**src/rtl/vga_timing_pkg.sv**
```systemverilog
// Shared VGA timing definitions: 640x480@60 defaults, coordinate width and
// total-length helpers used by the raster generator and the overlay blocks.
package vga_timing_pkg;

  localparam int COORD_W   = 12;
  localparam int MAX_TOTAL = 1 << COORD_W;

  localparam int DEF_H_ACTIVE = 640;
  localparam int DEF_H_FP     = 16;
  localparam int DEF_H_SYNC   = 96;
  localparam int DEF_H_BP     = 48;
  localparam int DEF_V_ACTIVE = 480;
  localparam int DEF_V_FP     = 10;
  localparam int DEF_V_SYNC   = 2;
  localparam int DEF_V_BP     = 33;

  typedef enum logic {
    ST_IDLE = 1'b0,
    ST_RUN  = 1'b1
  } raster_state_e;

  function automatic int axis_total(input int active, input int fp, input int sync, input int bp);
    return active + fp + sync + bp;
  endfunction

  function automatic int h_total(input int active, input int fp, input int sync, input int bp);
    return axis_total(active, fp, sync, bp);
  endfunction

  function automatic int v_total(input int active, input int fp, input int sync, input int bp);
    return axis_total(active, fp, sync, bp);
  endfunction

endpackage

```
**src/rtl/vga_raster_gen_if.sv**
```systemverilog
// Raster timing bundle driven by vga_raster_gen and consumed by the overlay
// blocks and the VGA connector pins.
interface vga_raster_gen_if;
  import vga_timing_pkg::*;

  logic [COORD_W-1:0] x_cnt;
  logic [COORD_W-1:0] y_cnt;
  logic               vid_active;
  logic               hsync;
  logic               vsync;
  logic               line_start;
  logic               frame_start;
  logic [7:0]         frame_cnt;

  modport master (
    output x_cnt, y_cnt, vid_active, hsync, vsync, line_start, frame_start, frame_cnt
  );

  modport slave (
    input x_cnt, y_cnt, vid_active, hsync, vsync, line_start, frame_start, frame_cnt
  );

endinterface

```
**src/rtl/vga_axis_cnt.sv**
```systemverilog
// One raster axis: position counter with registered sync decode. Used once
// for the horizontal (dot) axis and once for the vertical (line) axis.
module vga_axis_cnt
  import vga_timing_pkg::*;
#(
  parameter int ACTIVE = DEF_H_ACTIVE,
  parameter int FP     = DEF_H_FP,
  parameter int SYNC   = DEF_H_SYNC,
  parameter int BP     = DEF_H_BP,
  parameter bit POL    = 1'b0
) (
  input  logic               clk_dot,
  input  logic               reset_n,
  input  logic               step,
  input  logic               clear,
  output logic [COORD_W-1:0] cnt,
  output logic               active,
  output logic               sync,
  output logic               wrap
);

  localparam int TOTAL = axis_total(ACTIVE, FP, SYNC, BP);

  if (ACTIVE < 1 || FP < 1 || SYNC < 1 || BP < 1 || TOTAL > MAX_TOTAL) begin : g_param_check
    $error("vga_axis_cnt: every timing parameter must be >=1 and the total <= 4096");
  end

  localparam logic [COORD_W:0]   ACT_END  = (COORD_W+1)'(ACTIVE);
  localparam logic [COORD_W:0]   SYNC_BEG = (COORD_W+1)'(ACTIVE + FP);
  localparam logic [COORD_W:0]   SYNC_END = (COORD_W+1)'(ACTIVE + FP + SYNC);
  localparam logic [COORD_W-1:0] LAST     = COORD_W'(TOTAL - 1);

  logic [COORD_W-1:0] cnt_q, cnt_d;
  logic               sync_q, sync_d;

  assign wrap = (cnt_q == LAST);

  always_comb begin
    cnt_d = cnt_q;
    if (clear) begin
      cnt_d = '0;
    end else if (step) begin
      cnt_d = wrap ? '0 : cnt_q + COORD_W'(1);
    end
  end

  // Decodes describe the position being loaded, so they line up with cnt after the edge.
  always_comb begin
    active = 1'b0;
    sync_d = ~POL;
    if (!clear) begin
      active = ({1'b0, cnt_d} < ACT_END);
      if ({1'b0, cnt_d} >= SYNC_BEG && {1'b0, cnt_d} < SYNC_END) begin
        sync_d = POL;
      end
    end
  end

  always_ff @(posedge clk_dot or negedge reset_n) begin
    if (!reset_n) begin
      cnt_q  <= '0;
      sync_q <= ~POL;
    end else begin
      cnt_q  <= cnt_d;
      sync_q <= sync_d;
    end
  end

  assign cnt  = cnt_q;
  assign sync = sync_q;

endmodule

```
**src/rtl/vga_raster_gen.sv**
```systemverilog
// VGA raster timing generator: dot/line counters, active-video qualifier,
// sync pulses and line/frame markers, all registered and mutually aligned.
module vga_raster_gen
  import vga_timing_pkg::*;
#(
  parameter int H_ACTIVE = DEF_H_ACTIVE,
  parameter int H_FP     = DEF_H_FP,
  parameter int H_SYNC   = DEF_H_SYNC,
  parameter int H_BP     = DEF_H_BP,
  parameter int V_ACTIVE = DEF_V_ACTIVE,
  parameter int V_FP     = DEF_V_FP,
  parameter int V_SYNC   = DEF_V_SYNC,
  parameter int V_BP     = DEF_V_BP,
  parameter bit H_POL    = 1'b0,
  parameter bit V_POL    = 1'b0
) (
  input  logic                    clk_dot,
  input  logic                    reset_n,
  input  logic                    en,
  vga_raster_gen_if.master        vif
);

  raster_state_e state_q, state_d;

  logic               h_step, h_clear, h_active, h_sync, h_wrap;
  logic               v_step, v_clear, v_active, v_sync, v_wrap;
  logic [COORD_W-1:0] h_cnt, v_cnt;

  logic       vid_active_q, vid_active_d;
  logic       line_start_q, line_start_d;
  logic       frame_start_q, frame_start_d;
  logic [7:0] frame_cnt_q, frame_cnt_d;

  always_ff @(posedge clk_dot or negedge reset_n) begin
    if (!reset_n) begin
      state_q <= ST_IDLE;
    end else begin
      state_q <= state_d;
    end
  end

  always_comb begin
    state_d = en ? ST_RUN : ST_IDLE;
  end

  // The first enabled edge out of IDLE loads (0,0) without stepping.
  always_comb begin
    h_clear       = ~en;
    v_clear       = ~en;
    h_step        = en && (state_q == ST_RUN);
    v_step        = h_step && h_wrap;
    line_start_d  = en && ((state_q == ST_IDLE) || h_wrap);
    frame_start_d = en && ((state_q == ST_IDLE) || (h_wrap && v_wrap));
    vid_active_d  = h_active && v_active;
    frame_cnt_d   = frame_cnt_q;
    if (v_step && v_wrap) begin
      frame_cnt_d = frame_cnt_q + 8'd1;
    end
  end

  vga_axis_cnt #(
    .ACTIVE (H_ACTIVE),
    .FP     (H_FP),
    .SYNC   (H_SYNC),
    .BP     (H_BP),
    .POL    (H_POL)
  ) u_h_axis (
    .clk_dot (clk_dot),
    .reset_n (reset_n),
    .step    (h_step),
    .clear   (h_clear),
    .cnt     (h_cnt),
    .active  (h_active),
    .sync    (h_sync),
    .wrap    (h_wrap)
  );

  vga_axis_cnt #(
    .ACTIVE (V_ACTIVE),
    .FP     (V_FP),
    .SYNC   (V_SYNC),
    .BP     (V_BP),
    .POL    (V_POL)
  ) u_v_axis (
    .clk_dot (clk_dot),
    .reset_n (reset_n),
    .step    (v_step),
    .clear   (v_clear),
    .cnt     (v_cnt),
    .active  (v_active),
    .sync    (v_sync),
    .wrap    (v_wrap)
  );

  always_ff @(posedge clk_dot or negedge reset_n) begin
    if (!reset_n) begin
      vid_active_q  <= 1'b0;
      line_start_q  <= 1'b0;
      frame_start_q <= 1'b0;
      frame_cnt_q   <= 8'd0;
    end else begin
      vid_active_q  <= vid_active_d;
      line_start_q  <= line_start_d;
      frame_start_q <= frame_start_d;
      frame_cnt_q   <= frame_cnt_d;
    end
  end

  assign vif.x_cnt       = h_cnt;
  assign vif.y_cnt       = v_cnt;
  assign vif.vid_active  = vid_active_q;
  assign vif.hsync       = h_sync;
  assign vif.vsync       = v_sync;
  assign vif.line_start  = line_start_q;
  assign vif.frame_start = frame_start_q;
  assign vif.frame_cnt   = frame_cnt_q;

endmodule

```
**src/flat_wrapper.sv**
```systemverilog
// flat-port wrapper written by rule: the top's interface ports become plain ports
module vga_raster_gen_flat import vga_timing_pkg::*;
#(
  parameter int H_ACTIVE = DEF_H_ACTIVE,
  parameter int H_FP     = DEF_H_FP,
  parameter int H_SYNC   = DEF_H_SYNC,
  parameter int H_BP     = DEF_H_BP,
  parameter int V_ACTIVE = DEF_V_ACTIVE,
  parameter int V_FP     = DEF_V_FP,
  parameter int V_SYNC   = DEF_V_SYNC,
  parameter int V_BP     = DEF_V_BP,
  parameter bit H_POL    = 1'b0,
  parameter bit V_POL    = 1'b0
)
  (clk_dot, reset_n, en, vif_x_cnt, vif_y_cnt, vif_vid_active, vif_hsync, vif_vsync, vif_line_start, vif_frame_start, vif_frame_cnt);
  vga_raster_gen_if vif_i ();
  input  logic clk_dot;
  input  logic reset_n;
  input  logic en;
  output wire logic [$bits(vif_i.x_cnt)-1:0] vif_x_cnt;
  output wire logic [$bits(vif_i.y_cnt)-1:0] vif_y_cnt;
  output wire logic [$bits(vif_i.vid_active)-1:0] vif_vid_active;
  output wire logic [$bits(vif_i.hsync)-1:0] vif_hsync;
  output wire logic [$bits(vif_i.vsync)-1:0] vif_vsync;
  output wire logic [$bits(vif_i.line_start)-1:0] vif_line_start;
  output wire logic [$bits(vif_i.frame_start)-1:0] vif_frame_start;
  output wire logic [$bits(vif_i.frame_cnt)-1:0] vif_frame_cnt;
  assign vif_x_cnt = vif_i.x_cnt;
  assign vif_y_cnt = vif_i.y_cnt;
  assign vif_vid_active = vif_i.vid_active;
  assign vif_hsync = vif_i.hsync;
  assign vif_vsync = vif_i.vsync;
  assign vif_line_start = vif_i.line_start;
  assign vif_frame_start = vif_i.frame_start;
  assign vif_frame_cnt = vif_i.frame_cnt;
  vga_raster_gen #(.H_ACTIVE(H_ACTIVE), .H_FP(H_FP), .H_SYNC(H_SYNC), .H_BP(H_BP), .V_ACTIVE(V_ACTIVE), .V_FP(V_FP), .V_SYNC(V_SYNC), .V_BP(V_BP), .H_POL(H_POL), .V_POL(V_POL)) u_core (.clk_dot(clk_dot), .reset_n(reset_n), .en(en), .vif(vif_i));
endmodule
```
**config.mk**
```make
export PLATFORM = sky130hd
export DESIGN_NAME = vga_raster_gen_flat
export DESIGN_NICKNAME = d
export VERILOG_FILES = /design/src/rtl/vga_timing_pkg.sv /design/src/rtl/vga_raster_gen_if.sv /design/src/rtl/vga_axis_cnt.sv /design/src/rtl/vga_raster_gen.sv /design/src/flat_wrapper.sv
export SDC_FILE = /design/constraint.sdc
export NUM_CORES = 1
export LEC_CHECK = 0
export CELL_PAD_IN_SITES_DETAIL_PLACEMENT = 1
export CELL_PAD_IN_SITES_GLOBAL_PLACEMENT = 1
export CORE_MARGIN = 4
export CORE_UTILIZATION = 42
export CTS_CLUSTER_DIAMETER = 30
export DETAILED_ROUTE_END_ITERATION = 10
export MAX_ROUTING_LAYER = met4
export PLACE_DENSITY_LB_ADDON = 0.1
export SLEW_MARGIN = 10
export SYNTH_ARGS = -nofsm -noshare
export SYNTH_HDL_FRONTEND = slang
export SYNTH_SLANG_ARGS = --single-unit
```
**constraint.sdc**
```tcl
create_clock -name clk_dot -period 6.7 [get_ports clk_dot]
set_input_delay 0.67 -clock clk_dot [delete_from_list [all_inputs] [get_ports clk_dot]]
set_output_delay 0.67 -clock clk_dot [all_outputs]
set_load 0.005 [all_outputs]
```
### After elaboration in Yosys (flattened, before gate mapping)

Index checks and enable logic that the tools add are counted.

* muxes and demuxes: 13
* bitwise logic cells: 1
* add/sub/neg operators: 3
* eq/ne operators: 2
* reduce and logical (&&, ||, !) cells: 11
* $lt $le $gt $ge: 6

Operators with widths (number)
* 2-to-1 mux 12 bit: 6
* adder 12 x 1 -> 12 bit (second input constant): 2
* equality test 12 x 10 -> 1 bit (second input constant): 2
* less-than comparator 12 x 10 -> 1 bit (second input constant): 2
* less-than comparator 12 x 9 -> 1 bit (second input constant): 2
* >= comparator 12 x 10 -> 1 bit (second input constant): 1
* >= comparator 12 x 9 -> 1 bit (second input constant): 1
* logical AND 1 bit: 9
* adder 8 x 1 -> 8 bit (second input constant): 1
* 2-to-1 mux 1 bit: 7
* logical OR 1 bit: 2
* inverter 1 bit: 1

* logic and storage cells: 45
* input port bits: 3
* register bits after elaboration: 38

### Logic depth before layout (Yosys ltp)

* depth in word-level cells: 8
* gate-level depth with buffers: 9
* mapped depth without buffers: 8

### Modules after synthesis

From an unflattened synthesis, not the netlist that was laid out.

* cells, all modules: 224
* area total of the unflattened synthesis: 2167.1 um^2

By module, submodules not included
* vga_axis_cnt (u_core.u_v_axis): sequential area each 326.6 um^2, times used 1, area an instance 834.6 um^2, cells an instance 92
* vga_axis_cnt (u_core.u_h_axis): sequential area each 326.6 um^2, times used 1, area an instance 819.5 um^2, cells an instance 88
* vga_raster_gen: sequential area each 300.3 um^2, times used 1, area an instance 513.0 um^2, cells an instance 44

### Worst setup path after synthesis

No wires, ideal clock.

* kind: register to register
* start: reg u_core.u_h_axis.cnt_q[0], in the netlist u_core.u_h_axis.cnt[0]
* end: reg u_core.u_v_axis.sync_q, in the netlist u_core.u_v_axis.sync
* data required time: 6.606 ns
* arrival: 2.555 ns
* stages on the path, launching flop included: 9
* path buffers: 1
* setup slack: 4.051 ns
* cells stage by stage: dfrtp_1 -> ha_1 -> nand4_1 -> or4_4 -> buf_6 -> nand2_4 -> a21boi_1 -> or4b_1 -> or4_1

* cells in the longest elaborated chain, start to end: 8
* elaborated cells between the ends (all ways): 9
* those cells by class: order compare: 2; eq/ne: 1; mux: 4; reduce/logical: 2

Ends and longest elaborated chain
* start: declaration: line vga_axis_cnt.sv:33 `logic [COORD_W-1:0] cnt_q, cnt_d;`
* start signal: assignment: line vga_axis_cnt.sv:64 `cnt_q <= cnt_d;`
* equality test 12 x 10 -> 1 bit *: line vga_axis_cnt.sv:36 `assign wrap = (cnt_q == LAST);`
* logical AND 1 bit *: line vga_raster_gen.sv:51 `v_step = h_step && h_wrap;`
* 2-to-1 mux 12 bit *: line vga_axis_cnt.sv:42 `end else if (step) begin`
* 2-to-1 mux 12 bit *: line vga_axis_cnt.sv:40 `if (clear) begin`
* >= comparator 12 x 9 -> 1 bit / less-than comparator 12 x 9 -> 1 bit (equally long branches): line vga_axis_cnt.sv:53 `if ({1'b0, cnt_d} >= SYNC_BEG && {1'b0, cnt_d} < SYNC_END) begin`
* logical AND 1 bit *: line vga_axis_cnt.sv:53
* 2-to-1 mux 1 bit *: line vga_axis_cnt.sv:53
* 2-to-1 mux 1 bit *: line vga_axis_cnt.sv:51 `if (!clear) begin`
* named net u_core.u_v_axis.sync_d: line vga_axis_cnt.sv:34 `logic sync_q, sync_d;`
* end signal: assignment: line vga_axis_cnt.sv:62 `sync_q <= ~POL;`
* end signal: assignment: line vga_axis_cnt.sv:65 `sync_q <= sync_d;`
* end: declaration: line vga_axis_cnt.sv:34

Mark *: on every way through the listed nets, which the timed path passes. The rest lies on a longest branch.
A chain may end at the register's enable or synchronous reset.

### Worst setup path in the final report

* start: in en
* end: reg u_core.u_v_axis.sync_q, in the netlist u_core.u_v_axis.sync

* cells in the longest elaborated chain, start to end: 8
* elaborated cells between the ends (all ways): 9
* those cells by class: order compare: 2; mux: 4; reduce/logical: 3

Ends and longest elaborated chain
* start: declaration: line flat_wrapper.sv:19 `input logic en;`
* logical AND 1 bit: line vga_raster_gen.sv:50 `h_step = en && (state_q == ST_RUN);`
* logical AND 1 bit: line vga_raster_gen.sv:51
* 2-to-1 mux 12 bit: line vga_axis_cnt.sv:42
* 2-to-1 mux 12 bit *: line vga_axis_cnt.sv:40
* named net u_core.u_v_axis.cnt_d[10]: line vga_axis_cnt.sv:33
* >= comparator 12 x 9 -> 1 bit / less-than comparator 12 x 9 -> 1 bit (equally long branches): line vga_axis_cnt.sv:53
* logical AND 1 bit *: line vga_axis_cnt.sv:53
* 2-to-1 mux 1 bit *: line vga_axis_cnt.sv:53
* 2-to-1 mux 1 bit *: line vga_axis_cnt.sv:51
* named net u_core.u_v_axis.sync_d: line vga_axis_cnt.sv:34

Marks and branches as above.

==> flow_metrics.env <==
export IMPL_status="completed"
export IMPL_setup_viol=0
export IMPL_worstPathCellList="clkdlybuf4s50_1 > nand4bb_1 > or4_4 > and2_4 > o2bb2ai_2 > or4b_1 > or4_1"
export IMPL_finalCriticalPeriod_ns=3.34
export IMPL_grt_pass1_wl_mm=8.98
export IMPL_end_kind="flop"
export IMPL_cap_violations=0
export IMPL_crit_arrival_ns=3.55
export IMPL_via_per_inst=5.66
export IMPL_fin_ws_ns=3.36
export IMPL_die_x_um=77.5
export IMPL_dp_cells=294
export IMPL_placed_area_mm2=0.00245
export IMPL_routedWlPerCell_um=17.1
export IMPL_via_count=1708
export IMPL_r2r_slack_ns=3.74
export IMPL_yosysSeqAreaShare_pct=47.0
export IMPL_coreArea_mm2=0.00469
export IMPL_synth_top_area_cell="dfrtp_1"
export IMPL_startpoint_type="input port"
export IMPL_dieArea_mm2=0.00600
export IMPL_hp_class="input port to async pin"
export IMPL_fillCellCount=555
export IMPL_yosysMostFrequentCell="dfrtp_1"
export IMPL_fin_crit_sh_pct=49.8
export IMPL_numCtsBuffers=5
export IMPL_grt_use_total_pct=19.5
export IMPL_dr_pass1_iters=4
export IMPL_postSynthCellCount=208
export IMPL_syn_area_mm2=0.00203
export IMPL_rows=25
export IMPL_required_ns=6.92
export IMPL_grt_antenna_before_repair=0
export IMPL_gp_congestion=0.762
export IMPL_max_slew_margin_pct=43.2
export IMPL_grt_max_degree=39
export IMPL_cts_root_buf="clkbuf_8"
export IMPL_cts_htree_levels=2
export IMPL_clock_sinks=38
export IMPL_worst_path_max_delay_cell="clkdlybuf4s50_1"
export IMPL_critical_path_class="input port to flop"
export IMPL_p_total_uw=445
export IMPL_syn_nets=215
export IMPL_drc_errors=0
export IMPL_worstSetupEndpoint="u_core.u_v_axis.sync$_DFF_PN1_"
export IMPL_syn_area_per_cell_um2=9.74
export IMPL_max_slew_worst_pin_slew_ns=0.853
export IMPL_synth_edf_count=0
export IMPL_synth_top_area_share_pct=44.4
export IMPL_path_delay_family="simple AND/OR/NAND/NOR gates"
export IMPL_reg2regPathDepth=6
export IMPL_cp_max_fo=14
export IMPL_clockBufferDepth=2
export IMPL_cts_hold_buf=0
export IMPL_cts_tree="yes"
export IMPL_synth_cell_types=47
export IMPL_cts_resized=0
export IMPL_power_density_mw_per_mm2=174
export IMPL_grt_pass1_vias=1798
export IMPL_antenna_cells=0
export IMPL_grt_ovfl_total=0
export IMPL_leakage_uw=0.000972
export IMPL_area_growth_pct=26.0
export IMPL_clk_pin_slew_ns=0.07
export IMPL_yosys_top_cells_area="dfrtp_1 (44%), xnor2_1 (7.8%), nand3_1 (3.7%)"
export IMPL_peakVddDrop_mv=0.0750
export IMPL_start_util_pct=43.2
export IMPL_skew_ns=0.00271
export IMPL_instances_no_fill=302
export IMPL_synth_seq_cells=38
export IMPL_cp_slowest_stage_delay_ns=0.74
export IMPL_dpl_hpwl_mm=3.73
export IMPL_worstSkewPairLatency_ns=0.29
export IMPL_worstPathBufferInverterCount=1
export IMPL_startpoint="en"
export IMPL_setup_tns_ns=0
export IMPL_ant_nets=0
export IMPL_pre_cts_slack_ns=3.04
export IMPL_nNetsFinal=254
export IMPL_routed_wl_mm=5.16
export IMPL_worstReg2RegStart="u_core.u_v_axis.cnt[7]$_DFF_PN0_"
export IMPL_synth_main_ff_cell="dfrtp_1"
export IMPL_drt_iter0_drc=69
export IMPL_postLayoutCellArea_mm2=0.00255
export IMPL_maxSlewViolCount=0
export IMPL_postSynth_asyncResetShare_pct=100
export IMPL_postCtsSetupRepairBufs=0
export IMPL_die_h_um=77.5
export IMPL_fmax_ghz=0.300
export IMPL_portBuffers=39
export IMPL_ys_warn_count=0
export IMPL_pin_count=40
export IMPL_hold_viol_final=0
export IMPL_rsz0062_at_grt="no"
export IMPL_ys_top_cells_by_count="dfrtp_1 (36), xnor2_1 (18), nand2_1 (17), nor2_1 (17), nand3_1 (15)"
export IMPL_critical_path_cell_count=7
export IMPL_r2r_end="u_core.u_v_axis.sync$_DFF_PN1_"
export IMPL_final_layout_size_suffix_gt1_share_pct=8.06
[how the worst min path moves through the flow]
stage,slack [ns],startpoint,to,cells after the start
2_1_floorplan,0.37,reset_n,u_core.state_q$_DFF_PN0_,0
5_1_grt,0.52,u_core.vif.frame_cnt[7]$_DFFE_PN0P_,u_core.vif.frame_cnt[7]$_DFFE_PN0P_,1
6_report,0.48,reset_n,u_core.u_v_axis.cnt[2]$_DFF_PN0_,1
4_1_cts,0.48,u_core.vif.frame_cnt[7]$_DFFE_PN0P_,u_core.vif.frame_cnt[7]$_DFFE_PN0P_,1
3_5_place_dp,0.47,u_core.vif.frame_cnt[7]$_DFFE_PN0P_,u_core.vif.frame_cnt[7]$_DFFE_PN0P_,1
3_3_place_gp,0.46,u_core.vif.frame_cnt[7]$_DFFE_PN0P_,u_core.vif.frame_cnt[7]$_DFFE_PN0P_,1
[per-stage QoR]
step / hold WS, ns / util, %
after global placement: 0.463 / 52.2
after detailed placement: 0.471 / 52.2
after global routing: 0.518 / 54.4
after CTS: 0.481 / 54.4
final: 0.480 / 54.4
after floorplan: 0.374 / -
[flip-flops by register name (all words and copies together) (netlist names)]
name                    count
u_core.vif.frame_start      1
u_core.u_h_axis.sync        1
u_core.vif.vid_active       1
u_core.u_v_axis.sync        1
u_core.vif.line_start       1
u_core.state_q              1
u_core.u_v_axis.cnt        12
u_core.u_h_axis.cnt        12
u_core.vif.frame_cnt        8
[layout make-up]
| type | count | area, um^2 | share of cell area (%) |
|---|---|---|---|
| clock buffer | 7 | 76.3 | 2.99 |
| sequential | 38 | 953 | 37.3 |
| timing repair buffer | 40 | 393 | 15.4 |
| clock inverter | 1 | 30.0 | 1.18 |
| multi-input combinational | 156 | 1010 | 39.6 |
| inverter | 6 | 22.5 | 0.882 |
| tap | 54 | 67.6 | 2.65 |
[placed cells by master, fill, tap and decap left out, types with 7 or more instances in the layout]
master	n
nor3_1	7
o21ai_0	8
and2_1	7
nand4_1	10
nand2_1	17
dfrtp_1	36
xnor2_1	18
clkdlybuf4s50_1	38
nor2_1	17
nand3_1	15
[power by group]
group	switching (uW)	total (uW)	internal (uW)
Sequential	2.00	233	231
Combinational	10.7	17.5	6.79
Clock	83.0	194	111
[layer usage]
metal	vias up	track usage [%]	wire length, um	part of all wire, %
met1	845	26.4	2520	49
met4	0	5.52	64	1.2
met2	34	29.7	2370	46
met3	8	4.06	197	3.8
met5	-	-	0	0
li1	821	-	-	-
[kinds of logic (layout without fill, tap and decap cells)]
group                      count (synthesis)  after routing  synth area share, %
and+or+nand+nor                           98             98                 26.7
adders and majority gates                  4              4                 2.47
muxes                                      3              3                 1.60
xor gates and xnor gates                  22             22                 9.51
AOI/OAI and AO/OA                         29             29                 9.57
buffers and inverters                     14             54                 3.09
DFF                                       38             38                 47.0
[worst register-to-register path, delay by kind of cell (launching register included)]
family             cells  cell delay, ns
AOI/OAI and AO/OA      1            0.09
DFF                    1            0.45
and+or+nand+nor        5            2.33
(Power assumes the default switching activity.)
